`config.mk`:
```
export PLATFORM = sky130hd
export DESIGN_NAME = clkrst_seq
export DESIGN_NICKNAME = d
export VERILOG_FILES = /design/src/rtl/clkrst_seq.sv
export SDC_FILE = /design/constraint.sdc
export NUM_CORES = 1
export LEC_CHECK = 0
export ABC_AREA = 1
export CAP_MARGIN = 10
export CORE_MARGIN = 1.5
export CORE_UTILIZATION = 39
export DETAILED_ROUTE_END_ITERATION = 8
export PLACE_DENSITY = 0.77
export SLEW_MARGIN = 0
export SYNTH_ARGS = -nofsm -noshare
export SYNTH_HDL_FRONTEND = slang
export SYNTH_SLANG_ARGS = --single-unit
```
`constraint.sdc`:
```
create_clock -name clk_i -period 1.5 [get_ports clk_i]
set_clock_uncertainty 0.2 [all_clocks]
set_input_delay 0.3 -clock clk_i [delete_from_list [all_inputs] [get_ports clk_i]]
set_output_delay 0.3 -clock clk_i [all_outputs]
set_load 0.05 [all_outputs]
```
`src/rtl/clkrst_seq.sv`:
```
`default_nettype none
// ============================================================================
// Module : clkrst_seq
// Lock-filtered reset sequencer with staged per-channel release; optional
// clock-enable dividers built when CLKRST_SEQ_CLKEN_EN is defined.
// Rev    : 1.0
// ============================================================================
module clkrst_seq #(
   parameter int NUM_CH      = 2,
   parameter int CNT_W       = 8,
   parameter int LOCK_FILTER = 4,
   parameter int HOLD_CYCLES = 16,
   parameter int STAGE_GAP   = 4
) (
   input  logic                    clk_i,
   input  logic                    rst_i,
   input  logic                    pll_locked_i,
   input  logic                    ext_rst_ni,
   input  logic [NUM_CH*CNT_W-1:0] div_i,
   output logic [NUM_CH-1:0]       rst_no,
   output logic [NUM_CH-1:0]       clk_en_o,
   output logic                    ready_o,
   output logic [1:0]              state_o
);

   typedef enum logic [1:0] {
      WAIT_LOCK = 2'd0,
      HOLD      = 2'd1,
      RELEASE   = 2'd2,
      RUN       = 2'd3
   } state_t;

   localparam int REL_LAST_I = STAGE_GAP * (NUM_CH - 1);
   localparam int MAX_A      = (LOCK_FILTER > HOLD_CYCLES) ? LOCK_FILTER : HOLD_CYCLES;
   localparam int SEQ_MAX    = (MAX_A > REL_LAST_I + 1) ? MAX_A : REL_LAST_I + 1;
   localparam int SEQ_W      = $clog2(SEQ_MAX + 1);

   localparam logic [SEQ_W-1:0] LOCK_LAST = SEQ_W'(LOCK_FILTER - 1);
   localparam logic [SEQ_W-1:0] HOLD_LAST = SEQ_W'(HOLD_CYCLES - 1);
   localparam logic [SEQ_W-1:0] REL_LAST  = SEQ_W'(REL_LAST_I);

   logic [1:0]        lock_sync_q;
   logic [1:0]        ext_sync_q;
   logic              good_s;
   state_t            state_q, state_d;
   logic [SEQ_W-1:0]  cnt_q, cnt_d;
   logic [NUM_CH-1:0] rst_n_q, rst_n_d;

   always_ff @(posedge clk_i or posedge rst_i) begin
      if (rst_i) begin
         lock_sync_q <= '0;
         ext_sync_q  <= '0;
      end else begin
         lock_sync_q <= {lock_sync_q[0], pll_locked_i};
         ext_sync_q  <= {ext_sync_q[0], ext_rst_ni};
      end
   end

   assign good_s = lock_sync_q[1] & ext_sync_q[1];

   always_ff @(posedge clk_i or posedge rst_i) begin
      if (rst_i) begin
         state_q <= WAIT_LOCK;
         cnt_q   <= '0;
         rst_n_q <= '0;
      end else begin
         state_q <= state_d;
         cnt_q   <= cnt_d;
         rst_n_q <= rst_n_d;
      end
   end

   // One shared counter: lock filter, hold time, then cycles since release began.
   always_comb begin
      state_d = state_q;
      cnt_d   = '0;
      rst_n_d = '0;
      case (state_q)
         WAIT_LOCK: begin
            if (good_s) begin
               if (cnt_q == LOCK_LAST) state_d = HOLD;
               else                    cnt_d   = cnt_q + SEQ_W'(1);
            end
         end
         HOLD: begin
            if (cnt_q == HOLD_LAST) state_d = RELEASE;
            else                    cnt_d   = cnt_q + SEQ_W'(1);
         end
         RELEASE: begin
            for (int k = 0; k < NUM_CH; k++)
               rst_n_d[k] = (cnt_q >= SEQ_W'(STAGE_GAP * k));
            if (cnt_q == REL_LAST) state_d = RUN;
            else                   cnt_d   = cnt_q + SEQ_W'(1);
         end
         RUN: begin
            rst_n_d = '1;
         end
         default: begin
            state_d = WAIT_LOCK;
         end
      endcase
      if ((state_q != WAIT_LOCK) && !good_s) begin
         state_d = WAIT_LOCK;
         cnt_d   = '0;
         rst_n_d = '0;
      end
   end

   assign rst_no  = rst_n_q;
   assign ready_o = (state_q == RUN);
   assign state_o = state_q;

`ifdef CLKRST_SEQ_CLKEN_EN
   for (genvar k = 0; k < NUM_CH; k++) begin : g_div
      logic [CNT_W-1:0] div_cnt_q, div_cnt_d;
      logic [CNT_W-1:0] per_q, per_d;
      logic [CNT_W-1:0] div_k;
      logic             pulse;

      assign div_k = div_i[k*CNT_W +: CNT_W];
      assign pulse = rst_n_q[k] && (div_cnt_q == '0);

      // The period is latched only on the pulse cycle so a new div never cuts a period short.
      always_comb begin
         per_d     = '0;
         div_cnt_d = '0;
         if (pulse) begin
            per_d     = div_k;
            div_cnt_d = (div_k > CNT_W'(1)) ? CNT_W'(1) : '0;
         end else if (rst_n_q[k]) begin
            per_d     = per_q;
            div_cnt_d = (div_cnt_q == per_q - CNT_W'(1)) ? '0 : div_cnt_q + CNT_W'(1);
         end
      end

      always_ff @(posedge clk_i or posedge rst_i) begin
         if (rst_i) begin
            div_cnt_q <= '0;
            per_q     <= '0;
         end else begin
            div_cnt_q <= div_cnt_d;
            per_q     <= per_d;
         end
      end

      assign clk_en_o[k] = pulse;
   end
`else
   logic unused_div;
   assign unused_div = ^div_i;
   assign clk_en_o   = rst_n_q;
`endif

endmodule
`default_nettype wire
```
==> results.toml <==
[status]
run_status = "finished, violations left"
violations = "negative setup slack"

[hold_path]
hold_class = "input pin to async pin"

[final_layout]
number_of_filler_cells_placed_in_the_layout = 116
antenna_cells = 0
layout-drive-gt1-share = 0.5966
layout.cells.most_common_list = "11 x nand2_2, 11 x dfrtp_1, 9 x inv_1, 9 x nand2_1, 9 x buf_4"
instances_no_fill = 144
final_area_sq_mm = 0.001303
nets = 148
layout-area-overhead-vs-synth_pct = 71.50

[yosys]
synth-simple-area-share = 0.2768
netlist_instances = 90
postSynthAreaPerCell_sq_um = 8.439
yosys.area_share.xor_xnor = 0.02306
synth.yosys.seq_area_share = 0.4283
synth.cell_area_sq_um = 759.5
synth-compound-area-share = 0.03130
synth-seq-cells = 13
yosys_warnings = 0
synth_nets = 118
post_synth_fa_ha_maj_area_fraction = 0.1318
synth_top_family_by_area = "simple AND/OR/NAND/NOR gates"
multiplexer_share_of_the_synthesized_area = 0
post_synth_num_cell_types = 16

[grt]
initial_antenna_violation_count = 0
grt_usage = 0.1965
grt_remaining_overflow = 0
grt_pass1_wl_um = 2877
first_global_vias = 676
largest_net_degree_at_the_start_of_global_routing = 8

[placed_design]
port_buffers = 10
detailed_place_hpwl_um = 1201
globalplace.congestion = 0.8187
placed_cells = 133
postPlaceCellArea_sq_mm = 0.001081

[detailed_routing]
routed_via_density = 4.604
first_iter_violations = 7
number_of_optimization_iterations_in_the_first_detailed_route_pass = 4
drt.antenna.violating_nets = 0
dr_total_vias = 663
route.detailed.wl_per_inst_um = 12.83
routed_wl_um = 1848
drc = 0

[pwr]
seq_power_share = 0.209
p_int_mw = 1.318
power.switching_fraction = 0.4523
clockPowerShare = 0.089
leakage_nw = 0.6020
power.share.combinational = 0.702
power.ir.vdd_worst_mv = 1.028
cell_pwr_density_mw_per_mm2 = 1847
switching_power_mw = 1.088

[sta]
achievable-frequency_ghz = 0.5880
share_of_the_clock_period_used_by_the_worst_path = 1.134
timing_max_transition_violations_final = 0
timing.final.crit_period_ns = 1.701
rsz0062_at_grt = "true"
postLayoutSetupSlackWorst_ns = -0.2006
timing_worst_slew_pin_value_ns = 0.2486
setup_violations = 11
finalHoldViolations = 0
max-slew-margin-rel = 0.8341

[die]
effective_utilization_at_floorplan = 0.4260
fp-row-count = 15
core_area_sq_mm = 0.001783
die_height_um = 47.13
num_io_pins = 27
fp.dieArea_sq_mm = 0.002221
die_w_um = 47.13

[critical_path]
worst-path-max-fanout = 2
regToRegEndpoint = "state_o[0]"
timing.critical_path.buf_inv = 2
critical-path-max-stage-delay_ns = 0.49
cpLargestDelayFamily = "flip-flops"
timing.setup.critical_path_class = "flip-flop to output port"
cell_with_the_largest_stage_delay_on_the_worst_path = "dfrtp_4"
crit_arrival_ns = 1.20
cp_data_required_time_ns = 1.00
end_kind = "output port"
timing.reg2reg.setup_slack_ns = -0.18
crit_chain = "buf_6, ha_4, buf_12"
start_kind = "flip-flop"
timing.rr.start = "state_o[1]"
timing.reg2reg.worst_path_depth = 8

[flow_run]
timing.max_cap.violations = 0

[clock_network]
cts_tree = "done"
clkSinkCount = 13
clk-insertion-delay-late_ns = 0.27
cts_max_path_buffers = 2
root_buffer = "clkbuf_4"
cts_buffers = 3
clk_pin_slew_ns = 0.08
ctsHtreeMaxLevel = 1
holdBufCountCts = 0
==> layer usage <==
metal,GRT usage,share of wire,vias to the layer above
li1,-,-,327
met1,0.1966,0.39,322
met2,0.3836,0.58,14
met3,0.05769,0.029,0
met4,0.06111,0,0
met5,0,0,-
==> cell type report <==
class,count,area (sq um),share of cell area
flip-flops and latches,13,332.8,0.2555
repair buffers,27,327.8,0.2517
clock buffers,4,26.28,0.02017
inverters,18,77.57,0.05956
multi-input cells,57,506.7,0.3890
well taps,25,31.28,0.02402
==> kinds of logic (layout without fill, tap and decap cells) <==
logic type                 Yosys count  count (layout)
and+or+nand+nor                     43              43
xor gates and xnor gates             2               2
adders and majority gates            8               8
AOI/OAI and AO/OA                    4               4
buffers and inverters               20              49
DFF                                 13              13
==> cells in the mapped netlist (all sizes together) <==
cell type  number  area share
a21oi           2       0.013
buf             2       0.020
dfrtp          13        0.43
ha              8        0.13
inv            18       0.089
nand2          23        0.14
nand3           5       0.033
nor2           14       0.099
o21ai           2       0.018
or2             1      0.0082
xnor2           1       0.012
xor2            1       0.012
==> power groups by stage <==
| stage | Sequential [mW] | Combinational [mW] | Clock, mW |
|---|---|---|---|
| 2_1_floorplan | 0.644 | 0.629 | 0 |
| 3_3_place_gp | 0.514 | 1.19 | 0 |
| 3_5_place_dp | 0.522 | 1.22 | 0 |
| 4_1_cts | 0.487 | 1.43 | 0.215 |
| 5_1_grt | 0.514 | 1.82 | 0.243 |
| 6_report | 0.504 | 1.69 | 0.213 |
==> repair_timing <==
action	CTS	global route
setup buffers	5	2
pin swaps	6	16
setup endpoints to repair	10	12
resized for setup	14	27
==> worst register-to-register path: cells and delay by family (launching register included) <==
kind	cells	cell delay [ns]
simple gates	6	0.64
flops	1	0.49
fa+ha+maj	1	0.16
buf+inv	1	0.14
==> per-stage QoR <==
stage / total power, mW / setup WS, ns / hold slack [ns] / util / setup TNS (ns)
5_1_grt: 2.579 / -0.3011 / 0.05469 / 0.7305 / -2.395
4_1_cts: 2.130 / -0.1896 / 0.04102 / 0.6646 / -1.419
3_5_place_dp: 1.739 / -0.1655 / 0.1371 / 0.6063 / -0.9531
3_3_place_gp: 1.701 / -0.09957 / 0.1338 / 0.6063 / -0.5813
2_1_floorplan: 1.274 / -0.09361 / -0.02300 / - / -0.3214
6_report: 2.406 / -0.2006 / 0.03483 / 0.7305 / -1.534
==> worst max path at each step <==
stage	slack [ns]	endpoint	depth (start not counted)	from
floorplan	-0.09	state_o[1]	7	state_o[0]
global placement	-0.1	cnt_q[4]	9	cnt_q[1]
detailed placement	-0.17	cnt_q[0]	9	cnt_q[0]
CTS	-0.19	ready_o	3	state_o[0]
global route	-0.30	state_o[0]	10	cnt_q[1]
finish	-0.20	ready_o	3	state_o[1]
==> registers in the layout, summed over array words and instances, names as in the netlist <==
signal,cells
state_o,2
lock_sync_q,2
clk_en_o,2
ext_sync_q,2
cnt_q,5
(Power assumes the default switching activity.)
